===== config.mk =====
export PLATFORM = sky130hd
export DESIGN_NAME = ddr3_access_sequencer_flat
export DESIGN_NICKNAME = d
export VERILOG_FILES = /design/src/rtl/ddr3_ctrl_pkg.sv /design/src/rtl/ddr3_access_sequencer_if.sv /design/src/rtl/rr_arbiter2.sv /design/src/rtl/ddr3_access_sequencer.sv /design/src/flat_wrapper.sv
export SDC_FILE = /design/constraint.sdc
export NUM_CORES = 1
export LEC_CHECK = 0
export ABC_AREA = 0
export CAP_MARGIN = 20
export CORE_ASPECT_RATIO = 1.25
export CORE_MARGIN = 4
export CORE_UTILIZATION = 43
export CTS_CLUSTER_SIZE = 10
export DETAILED_ROUTE_END_ITERATION = 8
export PLACE_DENSITY_LB_ADDON = 0.15
export SYNTH_ARGS = -nofsm -noshare
export SYNTH_HDL_FRONTEND = slang
export SYNTH_SLANG_ARGS = --single-unit

===== constraint.sdc =====
create_clock -name clk -period 5.3 [get_ports clk]
set_input_delay 1.06 -clock clk [delete_from_list [all_inputs] [get_ports clk]]
set_output_delay 1.06 -clock clk [all_outputs]
set_load 0.005 [all_outputs]

===== src/rtl/ddr3_ctrl_pkg.sv =====
// rtl/ddr3_ctrl_pkg.sv - shared types and defaults for the DDR3 access sequencer
package ddr3_ctrl_pkg;

   localparam int BURST_LEN_DEF  = 16;
   localparam int XFER_WORDS_DEF = 640;
   localparam int BURSTCNT_W     = 7;

   typedef enum logic [1:0] {
      S_IDLE    = 2'd0,
      S_WR_CMD  = 2'd1,
      S_RD_CMD  = 2'd2,
      S_RD_DATA = 2'd3
   } state_t;

endpackage


===== src/rtl/ddr3_access_sequencer_if.sv =====
// rtl/ddr3_access_sequencer_if.sv - Avalon-MM master bus bundle for the sequencer
interface ddr3_access_sequencer_if
   import ddr3_ctrl_pkg::*;
#(
   parameter int ADDR_W = 26,
   parameter int DATA_W = 32
) ();

   logic [ADDR_W-1:0]     avm_address;
   logic                  avm_read;
   logic                  avm_write;
   logic [BURSTCNT_W-1:0] avm_burstcount;
   logic [DATA_W-1:0]     avm_writedata;
   logic                  avm_waitrequest;
   logic [DATA_W-1:0]     avm_readdata;
   logic                  avm_readdatavalid;

   modport master (
      output avm_address, avm_read, avm_write, avm_burstcount, avm_writedata,
      input  avm_waitrequest, avm_readdata, avm_readdatavalid
   );

   modport slave (
      input  avm_address, avm_read, avm_write, avm_burstcount, avm_writedata,
      output avm_waitrequest, avm_readdata, avm_readdatavalid
   );

endinterface


===== src/rtl/rr_arbiter2.sv =====
// rtl/rr_arbiter2.sv - two-requester round-robin arbiter with lock and update strobe
module rr_arbiter2 (
   input  logic       clk,
   input  logic       reset_n,
   input  logic [1:0] req_i,
   input  logic       lock_i,
   input  logic       update_i,
   input  logic       done_idx_i,
   output logic       gnt_valid_o,
   output logic       gnt_idx_o
);

   logic prio_q;
   logic prio_d;

   // The requester that just completed drops to lower priority
   always_comb begin
      prio_d = prio_q;
      if (update_i) begin
         prio_d = ~done_idx_i;
      end
   end

   // Priority pointer, favouring requester 0 out of reset
   always_ff @(posedge clk or negedge reset_n) begin
      if (!reset_n) begin
         prio_q <= 1'b0;
      end else begin
         prio_q <= prio_d;
      end
   end

   // Grant the favoured requester, else the other; no new grant while locked
   always_comb begin
      gnt_valid_o = 1'b0;
      gnt_idx_o   = prio_q;
      if (!lock_i) begin
         if (req_i[prio_q]) begin
            gnt_valid_o = 1'b1;
            gnt_idx_o   = prio_q;
         end else if (req_i[~prio_q]) begin
            gnt_valid_o = 1'b1;
            gnt_idx_o   = ~prio_q;
         end
      end
   end

endmodule


===== src/rtl/ddr3_access_sequencer.sv =====
// rtl/ddr3_access_sequencer.sv - sequences display-buffer burst reads and CSR test writes onto DDR3
module ddr3_access_sequencer
   import ddr3_ctrl_pkg::*;
#(
   parameter int ADDR_W     = 26,
   parameter int DATA_W     = 32,
   parameter int BURST_LEN  = BURST_LEN_DEF,
   parameter int XFER_WORDS = XFER_WORDS_DEF,
   parameter int SPACE_W    = 10
) (
   input  logic                clk,
   input  logic                reset_n,
   input  logic                buf0_ready,
   input  logic                buf1_ready,
   input  logic [ADDR_W-1:0]   buf0_offset,
   input  logic [ADDR_W-1:0]   buf1_offset,
   input  logic                test_wr,
   input  logic [31:0]         test_addr,
   input  logic [DATA_W-1:0]   test_wr_data,
   output logic                clear_buffer0,
   output logic                clear_buffer1,
   output logic                wr_finish,
   ddr3_access_sequencer_if.master avm,
   input  logic [SPACE_W-1:0]  fifo_space,
   output logic                pix_wr,
   output logic [DATA_W-1:0]   pix_data,
   output logic                pix_buf,
   output logic                busy
);

   localparam int BC_W = $clog2(BURST_LEN) + 1;
   localparam int WC_W = $clog2(XFER_WORDS) + 1;
   localparam logic [BC_W-1:0]    BEAT_LAST   = BC_W'(BURST_LEN - 1);
   localparam logic [WC_W-1:0]    WORD_LAST   = WC_W'(XFER_WORDS - 1);
   localparam logic [SPACE_W:0]   BURST_SPACE = (SPACE_W + 1)'(BURST_LEN);

   state_t            state_q, state_d;
   logic              wr_pend_q, wr_pend_d;
   logic [ADDR_W-1:0] wr_addr_q, wr_addr_d;
   logic [DATA_W-1:0] wr_data_q, wr_data_d;
   logic              lock_q, lock_d;
   logic              lk_buf_q, lk_buf_d;
   logic [WC_W-1:0]   word_cnt_q, word_cnt_d;
   logic [BC_W-1:0]   beat_cnt_q, beat_cnt_d;
   logic              wr_finish_q, wr_finish_d;
   logic              clear0_q, clear0_d;
   logic              clear1_q, clear1_d;
   logic              pix_wr_q, pix_wr_d;
   logic [DATA_W-1:0] pix_data_q, pix_data_d;
   logic              pix_buf_q, pix_buf_d;

   logic              space_ok;
   logic              gnt_valid;
   logic              gnt_idx;
   logic              arb_update;
   logic [ADDR_W-1:0] rd_base;
   logic              unused_test_addr;

   assign space_ok         = {1'b0, fifo_space} >= BURST_SPACE;
   assign rd_base          = lk_buf_q ? buf1_offset : buf0_offset;
   assign unused_test_addr = ^test_addr[31:ADDR_W];

   rr_arbiter2 u_arb (
      .clk         (clk),
      .reset_n     (reset_n),
      .req_i       ({buf1_ready, buf0_ready}),
      .lock_i      (lock_q),
      .update_i    (arb_update),
      .done_idx_i  (lk_buf_q),
      .gnt_valid_o (gnt_valid),
      .gnt_idx_o   (gnt_idx)
   );

   // Next-state: request capture, IDLE arbitration, command handshakes and beat counting
   always_comb begin
      state_d     = state_q;
      wr_pend_d   = wr_pend_q;
      wr_addr_d   = wr_addr_q;
      wr_data_d   = wr_data_q;
      lock_d      = lock_q;
      lk_buf_d    = lk_buf_q;
      word_cnt_d  = word_cnt_q;
      beat_cnt_d  = beat_cnt_q;
      wr_finish_d = 1'b0;
      clear0_d    = 1'b0;
      clear1_d    = 1'b0;
      pix_wr_d    = 1'b0;
      pix_data_d  = pix_data_q;
      pix_buf_d   = pix_buf_q;
      arb_update  = 1'b0;

      if (test_wr && !wr_pend_q) begin
         wr_pend_d = 1'b1;
         wr_addr_d = test_addr[ADDR_W-1:0];
         wr_data_d = test_wr_data;
      end

      case (state_q)
         S_IDLE: begin
            if (wr_pend_q) begin
               state_d = S_WR_CMD;
            end else if (lock_q) begin
               if (space_ok) state_d = S_RD_CMD;
            end else if (gnt_valid) begin
               lock_d     = 1'b1;
               lk_buf_d   = gnt_idx;
               word_cnt_d = '0;
               if (space_ok) state_d = S_RD_CMD;
            end
         end
         S_WR_CMD: begin
            if (!avm.avm_waitrequest) begin
               wr_finish_d = 1'b1;
               wr_pend_d   = 1'b0;
               state_d     = S_IDLE;
            end
         end
         S_RD_CMD: begin
            if (!avm.avm_waitrequest) begin
               beat_cnt_d = '0;
               state_d    = S_RD_DATA;
            end
         end
         S_RD_DATA: begin
            if (avm.avm_readdatavalid) begin
               pix_wr_d   = 1'b1;
               pix_data_d = avm.avm_readdata;
               pix_buf_d  = lk_buf_q;
               word_cnt_d = word_cnt_q + 1'b1;
               beat_cnt_d = beat_cnt_q + 1'b1;
               if (beat_cnt_q == BEAT_LAST) begin
                  state_d = S_IDLE;
                  if (word_cnt_q == WORD_LAST) begin
                     lock_d     = 1'b0;
                     arb_update = 1'b1;
                     clear0_d   = ~lk_buf_q;
                     clear1_d   = lk_buf_q;
                  end
               end
            end
         end
         default: state_d = S_IDLE;
      endcase
   end

   // State and datapath registers; reset abandons any transfer in flight
   always_ff @(posedge clk or negedge reset_n) begin
      if (!reset_n) begin
         state_q     <= S_IDLE;
         wr_pend_q   <= 1'b0;
         wr_addr_q   <= '0;
         wr_data_q   <= '0;
         lock_q      <= 1'b0;
         lk_buf_q    <= 1'b0;
         word_cnt_q  <= '0;
         beat_cnt_q  <= '0;
         wr_finish_q <= 1'b0;
         clear0_q    <= 1'b0;
         clear1_q    <= 1'b0;
         pix_wr_q    <= 1'b0;
         pix_data_q  <= '0;
         pix_buf_q   <= 1'b0;
      end else begin
         state_q     <= state_d;
         wr_pend_q   <= wr_pend_d;
         wr_addr_q   <= wr_addr_d;
         wr_data_q   <= wr_data_d;
         lock_q      <= lock_d;
         lk_buf_q    <= lk_buf_d;
         word_cnt_q  <= word_cnt_d;
         beat_cnt_q  <= beat_cnt_d;
         wr_finish_q <= wr_finish_d;
         clear0_q    <= clear0_d;
         clear1_q    <= clear1_d;
         pix_wr_q    <= pix_wr_d;
         pix_data_q  <= pix_data_d;
         pix_buf_q   <= pix_buf_d;
      end
   end

   // Bus outputs decode straight from registered state so they hold steady under waitrequest
   always_comb begin
      avm.avm_read       = (state_q == S_RD_CMD);
      avm.avm_write      = (state_q == S_WR_CMD);
      avm.avm_address    = '0;
      avm.avm_burstcount = '0;
      avm.avm_writedata  = '0;
      if (state_q == S_RD_CMD) begin
         avm.avm_address    = rd_base + ADDR_W'(word_cnt_q);
         avm.avm_burstcount = BURSTCNT_W'(BURST_LEN);
      end else if (state_q == S_WR_CMD) begin
         avm.avm_address    = wr_addr_q;
         avm.avm_burstcount = BURSTCNT_W'(1);
         avm.avm_writedata  = wr_data_q;
      end
   end

   assign clear_buffer0 = clear0_q;
   assign clear_buffer1 = clear1_q;
   assign wr_finish     = wr_finish_q;
   assign pix_wr        = pix_wr_q;
   assign pix_data      = pix_data_q;
   assign pix_buf       = pix_buf_q;
   assign busy          = (state_q != S_IDLE);

endmodule


===== src/flat_wrapper.sv =====
// flat-port wrapper written by rule: the top's interface ports become plain ports
module ddr3_access_sequencer_flat import ddr3_ctrl_pkg::*;
#(
   parameter int ADDR_W     = 26,
   parameter int DATA_W     = 32,
   parameter int BURST_LEN  = BURST_LEN_DEF,
   parameter int XFER_WORDS = XFER_WORDS_DEF,
   parameter int SPACE_W    = 10
)
  (clk, reset_n, buf0_ready, buf1_ready, buf0_offset, buf1_offset, test_wr, test_addr, test_wr_data, clear_buffer0, clear_buffer1, wr_finish, fifo_space, pix_wr, pix_data, pix_buf, busy, avm_avm_address, avm_avm_read, avm_avm_write, avm_avm_burstcount, avm_avm_writedata, avm_avm_waitrequest, avm_avm_readdata, avm_avm_readdatavalid);
  ddr3_access_sequencer_if #(.ADDR_W(ADDR_W), .DATA_W(DATA_W)) avm_i ();
  input  logic clk;
  input  logic reset_n;
  input  logic buf0_ready;
  input  logic buf1_ready;
  input  logic [ADDR_W-1:0] buf0_offset;
  input  logic [ADDR_W-1:0] buf1_offset;
  input  logic test_wr;
  input  logic [31:0] test_addr;
  input  logic [DATA_W-1:0] test_wr_data;
  output logic clear_buffer0;
  output logic clear_buffer1;
  output logic wr_finish;
  input  logic [SPACE_W-1:0] fifo_space;
  output logic pix_wr;
  output logic [DATA_W-1:0] pix_data;
  output logic pix_buf;
  output logic busy;
  output wire logic [$bits(avm_i.avm_address)-1:0] avm_avm_address;
  output wire logic [$bits(avm_i.avm_read)-1:0] avm_avm_read;
  output wire logic [$bits(avm_i.avm_write)-1:0] avm_avm_write;
  output wire logic [$bits(avm_i.avm_burstcount)-1:0] avm_avm_burstcount;
  output wire logic [$bits(avm_i.avm_writedata)-1:0] avm_avm_writedata;
  input wire logic [$bits(avm_i.avm_waitrequest)-1:0] avm_avm_waitrequest;
  input wire logic [$bits(avm_i.avm_readdata)-1:0] avm_avm_readdata;
  input wire logic [$bits(avm_i.avm_readdatavalid)-1:0] avm_avm_readdatavalid;
  assign avm_avm_address = avm_i.avm_address;
  assign avm_avm_read = avm_i.avm_read;
  assign avm_avm_write = avm_i.avm_write;
  assign avm_avm_burstcount = avm_i.avm_burstcount;
  assign avm_avm_writedata = avm_i.avm_writedata;
  assign avm_i.avm_waitrequest = avm_avm_waitrequest;
  assign avm_i.avm_readdata = avm_avm_readdata;
  assign avm_i.avm_readdatavalid = avm_avm_readdatavalid;
  ddr3_access_sequencer #(.ADDR_W(ADDR_W), .DATA_W(DATA_W), .BURST_LEN(BURST_LEN), .XFER_WORDS(XFER_WORDS), .SPACE_W(SPACE_W)) u_core (.clk(clk), .reset_n(reset_n), .buf0_ready(buf0_ready), .buf1_ready(buf1_ready), .buf0_offset(buf0_offset), .buf1_offset(buf1_offset), .test_wr(test_wr), .test_addr(test_addr), .test_wr_data(test_wr_data), .clear_buffer0(clear_buffer0), .clear_buffer1(clear_buffer1), .wr_finish(wr_finish), .avm(avm_i), .fifo_space(fifo_space), .pix_wr(pix_wr), .pix_data(pix_data), .pix_buf(pix_buf), .busy(busy));
endmodule

== Word-level counts from Yosys, hierarchy flattened ==
Cells that the tools add are included.
Widths: inputs -> output; s select.

* Output and inout bits: 105
* Flip-flop bits (word level): 117
* Logic and storage cells: 110
* Input port bits: 165

* Reduce and logical (&&, ||, !) cells: 12
* Equality and inequality tests: 14
* Mux-type cells: 59
* Add/sub/neg operators: 3
* Bitwise logic cells: 4
* Order comparisons: 3

{| class="wikitable"
|+ Operators by type and width
! cell !! count
|-
| $mux 26 || 3
|-
| $mux 32 || 2
|-
| $mux 11 || 4
|-
| $mux 1 || 35
|-
| $add 26x11->26 || 1
|-
| $pmux 11 s2 || 1
|-
| $mux 2 || 8
|-
| $reduce_and 5->1 || 3
|-
| $add 11x1->11 const B || 1
|-
| $eq 11x10->1 const B || 1
|-
| $ge 10x5->1 const B || 1
|-
| $mux 5 || 2
|-
| $ne 2x2->1 const B || 5
|-
| $pmux 5 s2 || 1
|-
| $pmux 2 s4 || 1
|-
| $mux 7 || 1
|-
| $ne 2x1->1 const B || 3
|-
| $reduce_bool 2->1 || 3
|-
| $add 5x1->5 const B || 1
|-
| $eq 5x4->1 const B || 1
|-
| $eq 2x2->1 const B || 2
|-
| $lt 1x2->1 const B || 2
|-
| $ne 4x1->1 const B || 1
|-
| $not 1->1 || 4
|-
| 8 further kinds || 8
|}

== Longest topological paths before layout ==
Gate-level depths: netlist of the first run.

* Depth after elaboration: 10
* Mapped depth: 12
* Mapped depth without buffers: 9

== Cells and area by module ==
A second synthesis of the first run with hierarchy kept.

* Cells, all modules: 604
* Area, all modules: 6552.5 µm²

{| class="wikitable"
|+ Modules (own cells, without submodules)
! module !! cells each !! area each (µm²) !! sequential area each (µm²) !! instances
|-
| ddr3_access_sequencer || 596 || 6483.7 || 2902.8 || 1
|-
| rr_arbiter2 || 8 || 68.8 || 25.0 || 1
|}

== Least setup slack after synthesis of the first run ==
No wires, ideal clock.

* Kind: register -> output
* From: register u_core.lk_buf_q
* To: output avm_avm_address[24]
* Required time: 4.240 ns
* Cell stages (with the launch flop): 12
* Setup slack: 0.775 ns
* Data arrival time: 3.465 ns
* Buffers on the path: 4
* Path through: dfrtp_1 -> buf_4 -> buf_2 -> buf_2 -> clkbuf_1 -> mux2_2 -> ha_1 -> nand3_1 -> a211o_1 -> a211o_1 -> or3_1 -> a32o_1

* Longest elaborated chain between the ends: 3

{| class="wikitable"
|+ RTL lines
! item !! RTL line !! source
|-
| start, declared || ddr3_access_sequencer.sv:42 || <nowiki>logic lk_buf_q, lk_buf_d;</nowiki>
|-
| start signal, assigned || ddr3_access_sequencer.sv:169 || <nowiki>lk_buf_q <= lk_buf_d;</nowiki>
|-
| $mux 26 || ddr3_access_sequencer.sv:60 || <nowiki>assign rd_base = lk_buf_q ? buf1_offset : buf0_offset;</nowiki>
|-
| $add 26x11->26 || ddr3_access_sequencer.sv:189 || <nowiki>avm.avm_address = rd_base + ADDR_W'(word_cnt_q);</nowiki>
|-
| $mux 26 || ddr3_access_sequencer.sv:188 || <nowiki>if (state_q == S_RD_CMD) begin</nowiki>
|-
| end, declared || flat_wrapper.sv:29 || <nowiki>output wire logic [$bits(avm_i.avm_address)-1:0] avm_avm_address;</nowiki>
|}

Every way passes these cells.

== Worst setup path in the final report of the first run ==
* From: input buf1_offset[4]
* To: output avm_avm_address[24]

* Longest elaborated chain between the ends: 3

{| class="wikitable"
|+ RTL lines
! item !! RTL line !! source
|-
| start, declared || flat_wrapper.sv:17 || <nowiki>input logic [ADDR_W-1:0] buf1_offset;</nowiki>
|-
| $mux 26 || ddr3_access_sequencer.sv:60 ||
|-
| $add 26x11->26 || ddr3_access_sequencer.sv:189 ||
|-
| $mux 26 || ddr3_access_sequencer.sv:188 ||
|}

Every way passes these cells.

==> reports/qor_table.md, run 1 <==
| Result | Value | Unit |
| --- | --- | --- |
| Run status | completed | - |
| Standard cell area after detailed placement | 0.00899 | mm2 |
| Unrepaired setup endpoints after global routing | no | - |
| Pin slew with the least headroom to its limit | 0.889 | ns |
| Tightest Hold Check Type | reg2reg | - |
| Fin area | 0.00961 | mm2 |
| Maximum capacitance violations | 0 | - |
| Synthesized-area fraction occupied by ao, oa, aoi and oai cells | 0.101 | - |
| Post-detailed-route wirelength per cell | 17.1 | um |
| Largest net degree at the start of global routing | 68 | - |
| Multiplexer area fraction after synthesis | 0.148 | - |
| Total Neg Setup Slack | 0 | ns |
| Post-CTS setup-driven buffer insertion count | 0 | - |
| Routability congestion estimate | 0.963 | - |
| Io pins | 270 | - |
| Vias | 5,599 | - |
| Adder-cell area share of the yosys netlist | 0.0311 | - |
| Final clock skew | 0.00881 | ns |
| Via density per instance | 5.17 | - |
| Detail Placement HPWL | 13,900 | um |
| Number of buffer cells added on primary ports | 254 | - |
| Antenna violations before repair | 0 | - |
| FILL cells | 1,182 | - |
| Synthesis-stage register bit count | 117 | - |
| Area of the core region | 0.0143 | mm2 |
| R2R Setup Slk | 2.47 | ns |
| Category of the worst setup path capture point | output pin | - |
| Start-to-end type of the worst setup path | in2out | - |
| Clock root buffer | sky130_fd_sc_hd__clkbuf_16 | - |
| Most frequent cells in the layout | sky130_fd_sc_hd__clkdlybuf4s50_1, sky130_fd_sc_hd__nand2_1, sky130_fd_sc_hd__dfrtp_1, sky130_fd_sc_hd__mux2_2, sky130_fd_sc_hd__and2_1 | - |
| Post-synthesis sequential area ratio | 0.466 | - |
| Total clock buffers created by CTS | 17 | - |
| H-tree depth | 4 | - |
| Via count of the first global-routing pass | 5,904 | - |
| Simple-gate share of the synthesized area | 0.186 | - |
| Cell Area, Synth | 0.00628 | mm2 |
| Total of endpoints with negative setup slack in the final report | 0 | - |
| Data required time of the worst path | 4.24 | ns |
| Clock latency on the worst-skew pair | 0.40 | ns |
| Overall die width | 116 | um |
| Share of cells above drive strength 1 | 0.137 | - |
| Kind of launch point of the worst setup path | input port | - |
| Cell count after synthesis | 640 | - |
| Worst r2r src | u_core.state_q[1] | - |
| Clock tree from TritonCTS | built | - |
| Tot GR Track Use | 0.220 | - |
| Height of the chip | 143 | um |
| Area used by sequential logic in the layout | 0.00293 | mm2 |
| Clock sink total | 117 | - |
| Initial drt markers | 260 | - |
| Main combinational cell family by area after synthesis | simple AND/OR/NAND/NOR gates | - |
| Area of the die | 0.0166 | mm2 |
| Ranking of synthesized cells by area | sky130_fd_sc_hd__dfrtp_1, sky130_fd_sc_hd__mux2_2, sky130_fd_sc_hd__nand2_1 | - |
| Top-area cell type share of the netlist area | 0.466 | - |
| Leading cell type in the layout, fill and taps excluded | sky130_fd_sc_hd__clkdlybuf4s50_1 | - |
| Synth Warn # | 0 | - |
| Total gr overflow | 0 | - |
| Number of hold violations in the final report | 0 | - |
| Leakage power summed over all cells | 4.14 | nW |
| Count of nets after finishing | 1,071 | - |
| Total wire length after detailed routing | 18,500 | um |
| Clock-pin slew of the registers on the worst-case setup and hold paths | 0.05 | ns |
| Worst Path Max Fanout | 5 | - |
| Post-synth EDFFs | 0 | - |
| Final critical-path required period | 5.16 | ns |
| Global-route wire length before repair | 28,800 | um |
| Share of synthesized flip-flops with an asynchronous set or reset | 1.00 | - |
| Start point of the worst hold path | u_core.pix_data[29] | - |
| Arrival time at the worst endpoint | 4.10 | ns |
| Power Density | 512 | mW/mm2 |
| Cell accounting for the most synthesized area | sky130_fd_sc_hd__dfrtp_1 | - |
| Slew Viols, Final | 0 | - |
| Post-synthesis area per instance | 9.82 | um2 |
| Cts repair resizes | 0 | - |
| Number of antenna diodes | 0 | - |
| Achievable clock frequency | 194 | MHz |
| VDD IR max | 0.000270 | V |
| Worst max-slew margin expressed relative to the limit | 0.406 | - |
| Starting Density | 0.438 | - |
| Maximum clock path buffer count | 2 | - |
| Count of different cell masters after synthesis | 56 | - |
| Xor and xnor fraction of the mapped netlist area | 0.0334 | - |
| Final antenna-violating net count | 0 | - |
| TritonRoute pass-1 iters | 4 | - |
| Area grow syn2layout | 52.9 | % |
| Area taken by multi-input logic gates | 0.00318 | mm2 |
| Number of hold buffers added after CTS | 0 | - |
| Number of rows in the core area | 49 | - |
| Period utilization | 0.973 | - |
| Main flop type after synthesis | sky130_fd_sc_hd__dfrtp_1 | - |
| Launch point of the critical path | buf1_offset[4] | - |
| DRC violations left | 0 | - |
-- stage by stage --
stage,instances,hold WS [ns],power (mW),worst slack [ns],utilization
after global placement,1049,0.457,3.67,0.126,0.625
after global routing,1082,0.492,5.25,0.0131,0.670
final,1082,0.470,4.92,0.145,0.670
after detailed placement,1050,0.463,3.78,0.0863,0.627
after CTS,1082,0.477,4.98,0.0864,0.669
after floorplan,644,0.450,2.59,0.775,-
-- cell families after synthesis --
logic type | Yosys count
compound gates | 98
simple gates | 256
other cells | 1
mux | 84
fa+ha+maj | 15
flops | 117
xor+xnor | 24
buf+inv | 45
-- critical path, cell delays in order --
cell	delay (ns)
sky130_fd_sc_hd__clkdlybuf4s50_1	0.39
sky130_fd_sc_hd__mux2_2	0.30
sky130_fd_sc_hd__ha_1	0.41
sky130_fd_sc_hd__a21o_1	0.15
sky130_fd_sc_hd__a21oi_1	0.10
sky130_fd_sc_hd__a211o_1	0.31
sky130_fd_sc_hd__a211o_1	0.36
sky130_fd_sc_hd__or3_1	0.32
sky130_fd_sc_hd__a32o_1	0.25
sky130_fd_sc_hd__clkdlybuf4s50_1	0.44
-- metal layers --
layer	vias to the layer above	wire length (um)	track usage
met5	-	0	0
met4	0	495	0.0751
met3	43	1530	0.0716
met2	226	9290	0.387
met1	2623	7180	0.250
li1	2707	-	-
-- power by group --
part / leakage, nW / switching [mW] / total (mW) / internal (mW)
clock: 0.285 / 0.426 / 1.17 / 0.746
sequential: 1.44 / 0.249 / 1.53 / 1.28
combinational: 2.42 / 0.902 / 2.22 / 1.32
-- cells in the mapped netlist, drive strengths merged (5+ instances only) --
cell    count
nand2     147
dfrtp     117
mux2       71
o21ai      39
and2       32
nor2       32
clkbuf     22
a21oi      18
xor2       16
buf        14
ha         14
mux2i      13
inv         8
nand3       8
xnor2       8
a211oi      6
and3        6
or3         6
a21o        5
nor3        5
-- area by class of cell --
class / instances / share of cell area
clock buffers: 19 / 0.0450
inverters: 9 / 0.00352
multi-input cells: 482 / 0.331
repair buffers: 264 / 0.274
flip-flops and latches: 117 / 0.305
clock inverters: 13 / 0.0181
well taps: 178 / 0.0232
-- registers in the layout (all words and copies together) (netlist names), 2 cells and up --
| name | cells |
|---|---|
| u_core.pix_data | 32 |
| u_core.wr_data_q | 32 |
| u_core.wr_addr_q | 26 |
| u_core.word_cnt_q | 11 |
| u_core.beat_cnt_q | 5 |
| u_core.state_q | 2 |
-- final timing paths --
path,endpoint,cells past startpoint
min in group asynchronous,u_core.wr_addr_q[12],1
worst min register to register,u_core.pix_data[29],2
worst min-delay path,u_core.pix_data[29],2
worst max register to register,u_core.word_cnt_q[10],6
worst max-delay path,avm_avm_address[24],10
max in group asynchronous,u_core.lk_buf_q,2
No activity file was read; power rests on OpenSTA's default activity.
==> inputs of run 2 (changes only) <==
--- a/config.mk
+++ b/config.mk
@@ -7,8 +7,7 @@
 export LEC_CHECK = 0
 export ABC_AREA = 0
 export CAP_MARGIN = 20
-export CORE_ASPECT_RATIO = 1.25
-export CORE_MARGIN = 4
+export CORE_ASPECT_RATIO = 1.2
 export CORE_UTILIZATION = 43
 export CTS_CLUSTER_SIZE = 10
 export DETAILED_ROUTE_END_ITERATION = 8
==> reports/qor_table.md, run 2 (same netlist as run 1, synthesis figures left out) <==
| Result | Value | Unit | Change |
| --- | --- | --- | --- |
| Run status | completed | - |  |
| Largest delay share family, worst path | compound AO/OA/AOI/OAI gates | - |  |
| Standard cell with the maximum stage delay on the critical path | sky130_fd_sc_hd__clkdlybuf4s50_1 | - |  |
| H-tree depth | 4 | - | unchanged |
| Slew Viols, Final | 0 | - | unchanged |
| Launch point of the critical path | buf1_offset[2] | - |  |
| Starting Density | 0.438 | - | about the same |
| WL met1 | 6890 | um | -4.0% |
| Number of hold violations in the final report | 0 | - | unchanged |
| Total of endpoints with negative setup slack in the final report | 0 | - | unchanged |
| Area grow syn2layout | 52.3 | % |  |
| Area of the die | 0.0151 | mm2 | -9.1% |
| Kind of launch point of the worst setup path | input port | - |  |
| Number of hold buffers added after CTS | 0 | - | unchanged |
| Maximum capacitance violations | 0 | - | unchanged |
| Worst max-slew margin expressed relative to the limit | 0.337 | - | -0.0688 |
| Reg-to-reg endpoint | u_core.word_cnt_q[10] | - |  |
| Final clock skew | 0.00629 | ns | -0.00252 ns |
| Count of nets after finishing | 1,073 | - | +0.19% |
| Topmost layer with routed signal wires | met4 | - |  |
| Worst setup slack before clock tree synthesis | 0.118 | ns | +0.0320 ns |
| Final critical-path required period | 5.13 | ns | -0.0256 ns |
| Detail Placement HPWL | 13,600 | um | -2.3% |
| Overall die width | 112 | um | -3.2% |
| Clock root buffer | sky130_fd_sc_hd__clkbuf_16 | - |  |
| Initial drt markers | 321 | - | +23% |
| Pin slew with the least headroom to its limit | 0.994 | ns | +0.105 ns |
| Routability congestion estimate | 0.894 | - | -7.2% |
| DRC violations left | 0 | - | unchanged |
| Io pins | 270 | - | unchanged |
| Total clock buffers created by CTS | 17 | - | unchanged |
| Tot GR Track Use | 0.244 | - | +0.0242 |
| Most frequent cells in the layout | sky130_fd_sc_hd__clkdlybuf4s50_1, sky130_fd_sc_hd__nand2_1, sky130_fd_sc_hd__dfrtp_1, sky130_fd_sc_hd__mux2_2, sky130_fd_sc_hd__and2_1 | - |  |
| Number of buffer cells added on primary ports | 254 | - | unchanged |
| Clock latency on the worst-skew pair | 0.41 | ns | about the same |
| Worst path depth | 11 | - | +1 |
| Largest net degree at the start of global routing | 77 | - | +13% |
| Number of antenna diodes | 0 | - | unchanged |
| Period utilization | 0.968 | - | -0.00482 |
| Total design power | 4.85 | mW | -1.4% |
| Worst r2r src | u_core.state_q[1] | - |  |
| Arrival time at the worst endpoint | 4.07 | ns | -0.03 ns |
| Start-to-end type of the worst setup path | in2out | - |  |
| Achievable clock frequency | 195 | MHz | +0.50% |
| Reg2Reg Depth | 6 | - | unchanged |
| Slowest cell delay on critical path | 0.51 | ns | +0.07 ns |
| Share of cells above drive strength 1 | 0.140 | - | +0.00316 |
| Data required time of the worst path | 4.24 | ns | about the same |
| Power Density | 507 | mW/mm2 | -1.0% |
| End point of the critical path | avm_avm_address[24] | - |  |
| Worst Path Max Fanout | 4 | - | -1 |
| Cts repair resizes | 0 | - | unchanged |
| Final critical-path setup slack | 0.170 | ns | +0.0256 ns |
| Antenna violations before repair | 0 | - | unchanged |
| Via count of the first global-routing pass | 5,849 | - | -0.93% |
| Number of rows in the core area | 48 | - | -2.0% |
| R2R Setup Slk | 2.47 | ns | about the same |
| Clock-pin slew of the registers on the worst-case setup and hold paths | 0.05 | ns | about the same |
| Via density per instance | 5.22 | - | +0.90% |
| VDD IR max | 0.000306 | V | +13% |
| Clock sink total | 117 | - | unchanged |
| Clock tree from TritonCTS | built | - |  |
| Post-detailed-route wirelength per cell | 16.8 | um | -1.8% |
| Detailed-routed wire length on met3 | 1380 | um | -9.8% |
| Height of the chip | 134 | um | -6.1% |
| Number of stages on the worst hold path | 2 | - | unchanged |
| Maximum clock path buffer count | 2 | - | unchanged |
| Tightest Hold Check Type | reg2reg | - |  |
| TritonRoute pass-1 iters | 6 | - | +2 |
| Unrepaired setup endpoints after global routing | no | - |  |
| Global-route wire length before repair | 28,600 | um | -0.65% |
| FILL cells | 1,193 | - | +0.93% |
| Post-CTS setup-driven buffer insertion count | 0 | - | unchanged |
| Vias | 5,639 | - | +0.71% |
| Met2 wire len | 9350 | um | +0.57% |
| Final antenna-violating net count | 0 | - | unchanged |
| Total wire length after detailed routing | 18,100 | um | -2.0% |
| Category of the worst setup path capture point | output pin | - |  |
| Total Neg Setup Slack | 0 | ns | unchanged |
| Leakage power summed over all cells | 4.12 | nW | -0.45% |
| Cells traversed along the worst timing path | clkdlybuf4s50_1, mux2_2, ha_1, a21oi_2, nand4b_4, a211o_1, a211o_1, buf_4, o21ai_0, a32o_1, clkdlybuf4s50_1 | - |  |
| Area of the core region | 0.0144 | mm2 | about the same |
| Total gr overflow | 0 | - | unchanged |
| Leading cell type in the layout, fill and taps excluded | sky130_fd_sc_hd__clkdlybuf4s50_1 | - |  |
| Sum of buffers and inverters on the critical path | 3 | - | +1 |
[run 2: cell count changes in the layout (fill, tap and decap cells not counted)]
cell                         delta
sky130_fd_sc_hd__buf_4          +3
sky130_fd_sc_hd__clkinvlp_4     +3
sky130_fd_sc_hd__clkbuf_1       -2
sky130_fd_sc_hd__buf_16         -1
sky130_fd_sc_hd__bufinv_16      -1
sky130_fd_sc_hd__clkinv_2       +1
sky130_fd_sc_hd__clkinv_4       -1
sky130_fd_sc_hd__inv_6          -1
[run 2: worst min-delay path by stage]
stage	startpoint	end	slack (ns)
floorplan	u_core.u_arb.prio_q	u_core.u_arb.prio_q	0.45
global placement	u_core.pix_data[24]	u_core.pix_data[24]	0.46
detailed placement	u_core.pix_data[11]	u_core.pix_data[11]	0.47
CTS	u_core.pix_data[11]	u_core.pix_data[11]	0.48
global route	u_core.pix_data[2]	u_core.pix_data[2]	0.49
finish	u_core.pix_data[13]	u_core.pix_data[13]	0.48
[run 2: per-layer routing]
metal  track usage  vias to the layer above
met3        0.0732                       35
met4         0.124                        0
met1         0.268                     2686
li1              -                     2703
met2         0.429                      215
met5             0                        -
[run 2: cell type report]
type                       count  area, um2  share of cell area
sequential                   117       2930               0.306
tap                          175        219              0.0229
inverter                       9       33.8             0.00353
clock buffer                  17        425              0.0444
clock inverter                14        154              0.0161
timing repair buffer         266       2630               0.275
multi-input combinational    482       3180               0.332
[run 2: power breakdown]
group          internal (mW)  switching, mW  total [mW]
registers               1.28          0.251        1.53
logic                   1.30          0.903        2.21
clock network          0.691          0.423        1.11
total                   3.28           1.58        4.85
[run 2: through the flow]
step           cells  utilization  cell area (um2)  hold slack [ns]
3_5_place_dp    1049        0.626             8980            0.467
3_3_place_gp    1049        0.626             8980            0.458
4_1_cts         1080        0.666             9560            0.480
5_1_grt         1080        0.667             9570            0.494
6_report        1080        0.667             9570            0.476
2_1_floorplan    644            -             6300            0.450
[run 2: worst register-to-register path: stages (launching register included)]
cell and delay (ns):
sky130_fd_sc_hd__dfrtp_1 0.51, sky130_fd_sc_hd__nor4_1 0.54, sky130_fd_sc_hd__nor2b_1 0.80, sky130_fd_sc_hd__o21ai_1 0.32
sky130_fd_sc_hd__nor3_1 0.30, sky130_fd_sc_hd__xnor2_1 0.15, sky130_fd_sc_hd__nor2_1 0.06
